===== config.mk =====
export PLATFORM = sky130hd
export DESIGN_NAME = btb_upd_queue
export DESIGN_NICKNAME = d
export VERILOG_FILES = /design/src/rtl/btb_upd_queue.sv
export SDC_FILE = /design/constraint.sdc
export NUM_CORES = 1
export LEC_CHECK = 0
export ABC_AREA = 1
export BUFFER_PORTS_ARGS = -buffer_cell sky130_fd_sc_hd__buf_2
export CORE_ASPECT_RATIO = 1.2
export CORE_MARGIN = 3
export CORE_UTILIZATION = 45
export CTS_BUF_LIST = sky130_fd_sc_hd__clkbuf_8
export DETAILED_ROUTE_END_ITERATION = 8
export PLACE_DENSITY = 0.66
export REMOVE_ABC_BUFFERS = 1
export SLEW_MARGIN = 20
export SYNTH_ARGS = -nofsm -noshare
export SYNTH_HDL_FRONTEND = slang
export SYNTH_SLANG_ARGS = --single-unit

===== constraint.sdc =====
create_clock -name clock -period 9.12 [get_ports clock]
set_clock_uncertainty 0.2 [all_clocks]
set_input_delay 1.368 -clock clock [delete_from_list [all_inputs] [get_ports clock]]
set_output_delay 1.368 -clock clock [all_outputs]
set_load 0.02 [all_outputs]

===== src/rtl/btb_upd_queue.sv =====
// rtl/btb_upd_queue.sv - retire-to-BTB update queue with allocate-port arbitration
// Buffers resolved branches and turns each into BTB allocate and/or direction writes.
module btb_upd_queue #(
  parameter int DEPTH      = 4,
  parameter int STARVE_MAX = 8
) (
  input  logic        clock,
  input  logic        reset,
  input  logic        rt_valid_i,
  output logic        rt_ready_o,
  input  logic [63:0] rt_brpc_i,
  input  logic [63:0] rt_brtar_i,
  input  logic [1:0]  rt_brtyp_i,
  input  logic [2:0]  rt_brpos_i,
  input  logic        rt_taken_i,
  input  logic        rt_btbhit_i,
  input  logic        rt_tarmis_i,
  input  logic        f1_we_i,
  input  logic [2:0]  f1_brpos_i,
  input  logic [1:0]  f1_brtyp_i,
  input  logic [63:0] f1_brpc_i,
  input  logic [63:0] f1_brtar_i,
  output logic        f1_drop_o,
  output logic        btb_sp_we_o,
  output logic [2:0]  btb_sp_brpos_o,
  output logic [1:0]  btb_sp_brtyp_o,
  output logic [63:0] btb_sp_brpc_o,
  output logic [63:0] btb_sp_brtar_o,
  output logic [1:0]  btb_ras_ctl_o,
  output logic        btb_rt_we_o,
  output logic        btb_rt_brdir_o,
  output logic [63:0] btb_rt_brpc_o,
  output logic        empty_o
);
  localparam int AW = $clog2(DEPTH);
  localparam int SW = $clog2(STARVE_MAX + 1);
  localparam logic [AW:0]   CNT_FULL   = (AW+1)'(DEPTH);
  localparam logic [SW-1:0] STARVE_LIM = SW'(STARVE_MAX);

  typedef struct packed {
    logic [63:0] pc;
    logic [63:0] tar;
    logic [1:0]  typ;
    logic [2:0]  pos;
    logic        taken;
    logic        hit;
    logic        tarmis;
  } rec_t;

  typedef enum logic [1:0] {S_IDLE, S_ALLOC, S_DIR} state_t;

  function automatic logic [1:0] ras_of(input logic [1:0] typ);
    case (typ)
      2'b10:   ras_of = 2'b01;
      2'b11:   ras_of = 2'b10;
      default: ras_of = 2'b00;
    endcase
  endfunction

  rec_t          mem_q [DEPTH];
  rec_t          head;
  logic [AW-1:0] wr_ptr_q, rd_ptr_q;
  logic [AW:0]   count_q, count_d;
  state_t        state_q, state_d;
  logic [SW-1:0] starve_q, starve_d;
  logic          push, pop, alloc_gnt, dir_wr, need_alloc, need_dir;
  logic          empty_q;

  assign head       = mem_q[rd_ptr_q];
  assign need_alloc = head.taken && (!head.hit || head.tarmis);
  assign need_dir   = (head.typ == 2'b00) && (head.hit || need_alloc);
  assign rt_ready_o = (count_q != CNT_FULL);
  assign push       = rt_valid_i && rt_ready_o;
  assign f1_drop_o  = (state_q == S_ALLOC) && f1_we_i && (starve_q == STARVE_LIM);
  assign empty_o    = empty_q;
  assign count_d    = count_q + {{AW{1'b0}}, push} - {{AW{1'b0}}, pop};

  always_comb begin
    state_d   = state_q;
    pop       = 1'b0;
    alloc_gnt = 1'b0;
    dir_wr    = 1'b0;
    case (state_q)
      S_IDLE: begin
        if (count_q != '0) begin
          if (need_alloc)    state_d = S_ALLOC;
          else if (need_dir) state_d = S_DIR;
          else               pop     = 1'b1;
        end
      end
      S_ALLOC: begin
        if (!f1_we_i || starve_q == STARVE_LIM) begin
          alloc_gnt = 1'b1;
          if (head.typ == 2'b00) begin
            state_d = S_DIR;
          end else begin
            pop     = 1'b1;
            state_d = S_IDLE;
          end
        end
      end
      S_DIR: begin
        dir_wr  = 1'b1;
        pop     = 1'b1;
        state_d = S_IDLE;
      end
      default: state_d = S_IDLE;
    endcase
  end

  // Counter only advances while a queued allocation is losing to fetch1.
  assign starve_d = (state_q == S_ALLOC && f1_we_i && !alloc_gnt) ? starve_q + SW'(1) : '0;

  always_ff @(posedge clock) begin
    if (push) mem_q[wr_ptr_q] <= '{rt_brpc_i, rt_brtar_i, rt_brtyp_i, rt_brpos_i,
                                   rt_taken_i, rt_btbhit_i, rt_tarmis_i};
  end

  always_ff @(posedge clock or posedge reset) begin
    if (reset) begin
      wr_ptr_q       <= '0;
      rd_ptr_q       <= '0;
      count_q        <= '0;
      state_q        <= S_IDLE;
      starve_q       <= '0;
      empty_q        <= 1'b1;
      btb_sp_we_o    <= 1'b0;
      btb_sp_brpos_o <= '0;
      btb_sp_brtyp_o <= '0;
      btb_sp_brpc_o  <= '0;
      btb_sp_brtar_o <= '0;
      btb_ras_ctl_o  <= '0;
      btb_rt_we_o    <= 1'b0;
      btb_rt_brdir_o <= 1'b0;
      btb_rt_brpc_o  <= '0;
    end else begin
      if (push) wr_ptr_q <= wr_ptr_q + AW'(1);
      if (pop)  rd_ptr_q <= rd_ptr_q + AW'(1);
      count_q     <= count_d;
      state_q     <= state_d;
      starve_q    <= starve_d;
      empty_q     <= (count_d == '0);
      btb_sp_we_o <= alloc_gnt || f1_we_i;
      if (alloc_gnt) begin
        btb_sp_brpos_o <= head.pos;
        btb_sp_brtyp_o <= head.typ;
        btb_sp_brpc_o  <= head.pc;
        btb_sp_brtar_o <= head.tar;
        btb_ras_ctl_o  <= ras_of(head.typ);
      end else if (f1_we_i) begin
        btb_sp_brpos_o <= f1_brpos_i;
        btb_sp_brtyp_o <= f1_brtyp_i;
        btb_sp_brpc_o  <= f1_brpc_i;
        btb_sp_brtar_o <= f1_brtar_i;
        btb_ras_ctl_o  <= ras_of(f1_brtyp_i);
      end
      btb_rt_we_o <= dir_wr;
      if (dir_wr) begin
        btb_rt_brdir_o <= head.taken;
        btb_rt_brpc_o  <= head.pc;
      end
    end
  end
endmodule


==> summary.txt <==
Critical Path RT: 9.54 ns
Worst setup EP type: flop
initial antenna violation count: 20
Leak: 14.1 nW
1st-iter DRT viols: 1386
startpoint class of the critical path: flop
clk sinks: 760
CP Max Fanout: 104
initial core utilization: 45.9%
largest area contributor in the netlist: edfxtp_1
Worst-path clk slew: 0.06 ns
Seq cells post-synth: 760
peak supply drop: 0.167 mV
IO buf count: 477
Final GP Congestion: 0.790
critical path's top delay family: flip-flops
setup violators final: 0
setup TNS: 0 ns
max cap viols: 0
post-detail-place hpwl: 47400 um
Routed WL: 79000 um
outcome: finished, final reports clean
RSZ-0062 raised after global routing: false
vias in the first global route: 20900
Worst-Skew Late Latency: 0.70 ns
Worst path most repeated cell: nand2_1
Slew Viols, Final: 0
Period minus WS final: 4.23 ns
post-synthesis sequential area ratio: 72.8%
drt first pass iters: 5
largest net degree at the start of global routing: 132
CTS Buf Count: 115
commonest non-fill, non-tap cell in the layout: nand2_1
Syn-to-layout area delta: 17.4%
slowest stage delay, CP: 1.05 ns
Hold Crit Class: flop to flop
die width: 241 um
Highest Clock Rate: 0.237 GHz
Cell variety after synth: 34
CP Cell Sequence: buf_4 > nand2_1 > nand2_1 > nand2_1 > nand2_1 > nand2_1 > nand2_2 > nand4_2 > nand2_2 > ha_1 > inv_1 > ha_1 > inv_1 > fa_1 > inv_1 > nor3_1
Setup Crit Path Kind: flop to flop
cts hold-fix bufs: 0
synthesized area: 29900 sq um
core area: 65100 sq um
GR Overflow Total: 0
Final Hold Vio Count: 0
Final nets: 3170
WP buf/inv: 4
synthesized area per cell: 12.3 sq um
PD cells: 325 nW/um^2
Synth area leaders: edfxtp_1 (55%), dfrtp_1 (18%), nand2_1 (6.9%)
Worst EP arrival: 4.65 ns
vias per cell: 5.44
Rows: 102
Slew HR: 26.6%
via count: 20900
Synth Instances: 2433
final antenna-violating net count: 0
Worst path slowest cell: dfrtp_4
Synth top area share: 54.7%
Final Cycle Share: 46.4%
CTS tree: built
CTS max path bufs: 3
total power: 11.4 mW
Slew @ Worst Pin: 1.10 ns
Die Ht: 288 um
Placed Area: 32700 sq um
first-pass GRT wire length: 120000 um
post-route cell area: 35100 sq um
post_cts resized: 0
commonest cells after routing, fill and taps aside: nand2_1 (549), edfxtp_1 (544), buf_2 (477), nand3_1 (340), dfrtp_1 (213)
Die Area: 69600 sq um
setup bufs post-CTS: 0
residual DRC count: 0
Yosys warning count: 0
total I/O pin count: 478
CTS H-tree lvls: 3
layout cell share with drive strength beyond 1: 23.5%
DR WL/cell: 20.6 um
clock root buffer: clkbuf_8
GRT Overall Usage: 22.5%
[metal layers]
layer	wire (um)	GRT usage, %	vias to the layer above
met1	31300	28.3	10300
met3	5440	4.79	134
met4	2000	7.95	12
met2	40200	38.5	719
met5	80	0	-
li1	-	-	9696
[state kept, by name, indices dropped and copies added (netlist names)]
signal          count
btb_sp_brtar_o     64
btb_sp_brpos_o      3
btb_sp_brtyp_o      2
starve_q            4
count_q             3
rd_ptr_q            2
wr_ptr_q            2
mem_q             544
btb_rt_we_o         1
state_q             2
btb_ras_ctl_o       2
btb_rt_brpc_o      64
empty_o             1
btb_sp_brpc_o      64
btb_sp_we_o         1
btb_rt_brdir_o      1
[kinds of logic (layout without fill, tap and decap cells)]
family,Yosys count,count (layout),share of synthesized area (%)
and+or+nand+nor,1121,1121,15.8
DFF,760,760,72.8
AOI/OAI and AO/OA,344,344,7.49
buffers and inverters,193,746,3.39
adders and majority gates,9,9,0.402
xor gates and xnor gates,6,6,0.176
other,0,17,0
[per-stage QoR]
stage	worst slack [ns]	std cells	util [%]	hold slack (ns)
after global routing	4.48	3825	53.9	0.295
after floorplan	0.107	2267	-	0.253
after CTS	4.84	3818	53.8	0.280
after detailed placement	4.78	3603	50.2	0.263
after global placement	4.87	3603	50.2	0.262
final	4.89	3835	53.9	0.278
[layout make-up]
cell class | instances | area (sq um)
Clock inverter | 83 | 538
Inverter | 27 | 126
Multi-Input combinational cell | 1480 | 7170
Fill cell | 5580 | 30000
Clock buffer | 132 | 1820
Tap cell | 832 | 1040
Antenna cell | 17 | 42.5
Sequential cell | 760 | 21700
Timing Repair Buffer | 504 | 2600
[worst register-to-register path, cell delays in order (launching register included)]
cell and delay, ns:
dfrtp_4 1.05, buf_4 0.89, nand2_1 0.14, nand2_1 0.11, nand2_1 0.05, nand2_1 0.11
nand2_1 0.08, nand2_2 0.09, nand4_2 0.11, nand2_2 0.11, ha_1 0.22, inv_1 0.06
ha_1 0.13, inv_1 0.05, fa_1 0.51, inv_1 0.05, nor3_1 0.20
[path summary, 6_finish.rpt]
path	slack, ns	cells past startpoint	endpoint	startpoint
worst min register to register	0.28	2	btb_rt_brpc_o[48]	btb_rt_brpc_o[48]
worst max register to register	4.89	16	empty_o	rd_ptr_q[0]
min in group asynchronous	0.58	2	btb_sp_brtar_o[17]	reset
max in group asynchronous	6.97	3	btb_sp_brpc_o[31]	reset
worst min-delay path	0.28	2	btb_rt_brpc_o[48]	btb_rt_brpc_o[48]
worst max-delay path	4.89	16	empty_o	rd_ptr_q[0]
[synthesized netlist by cell type]
master / instances
buf_2: 43
a31oi_1: 67
buf_4: 41
xor2_1: 3
xnor2_1: 3
o221ai_1: 67
o21ai_1: 1
nand2_2: 4
nand2_1: 550
nand2_4: 1
ha_1: 8
edfxtp_1: 544
buf_1: 8
nor2_1: 206
inv_2: 5
nand3_1: 340
clkbuf_1: 64
a21oi_1: 6
dfrtp_1: 215
o211ai_1: 67
nor3_4: 1
clkinv_1: 1
buf_8: 1
dfstp_2: 1
buf_6: 9
nand3b_1: 3
o211ai_2: 2
nor2_2: 12
nor3_1: 3
o21ai_0: 134
inv_1: 20
fa_1: 1
inv_4: 1
nand4_2: 1
[report_power, final]
part           switching, mW  internal, mW  total, mW  leakage [nW]
Combinational           2.61         0.959       3.57          5.23
Sequential             0.403          4.63       5.03          7.56
Clock                   1.30          1.50       2.80          1.34
No activity file was read; power rests on OpenSTA's default activity.
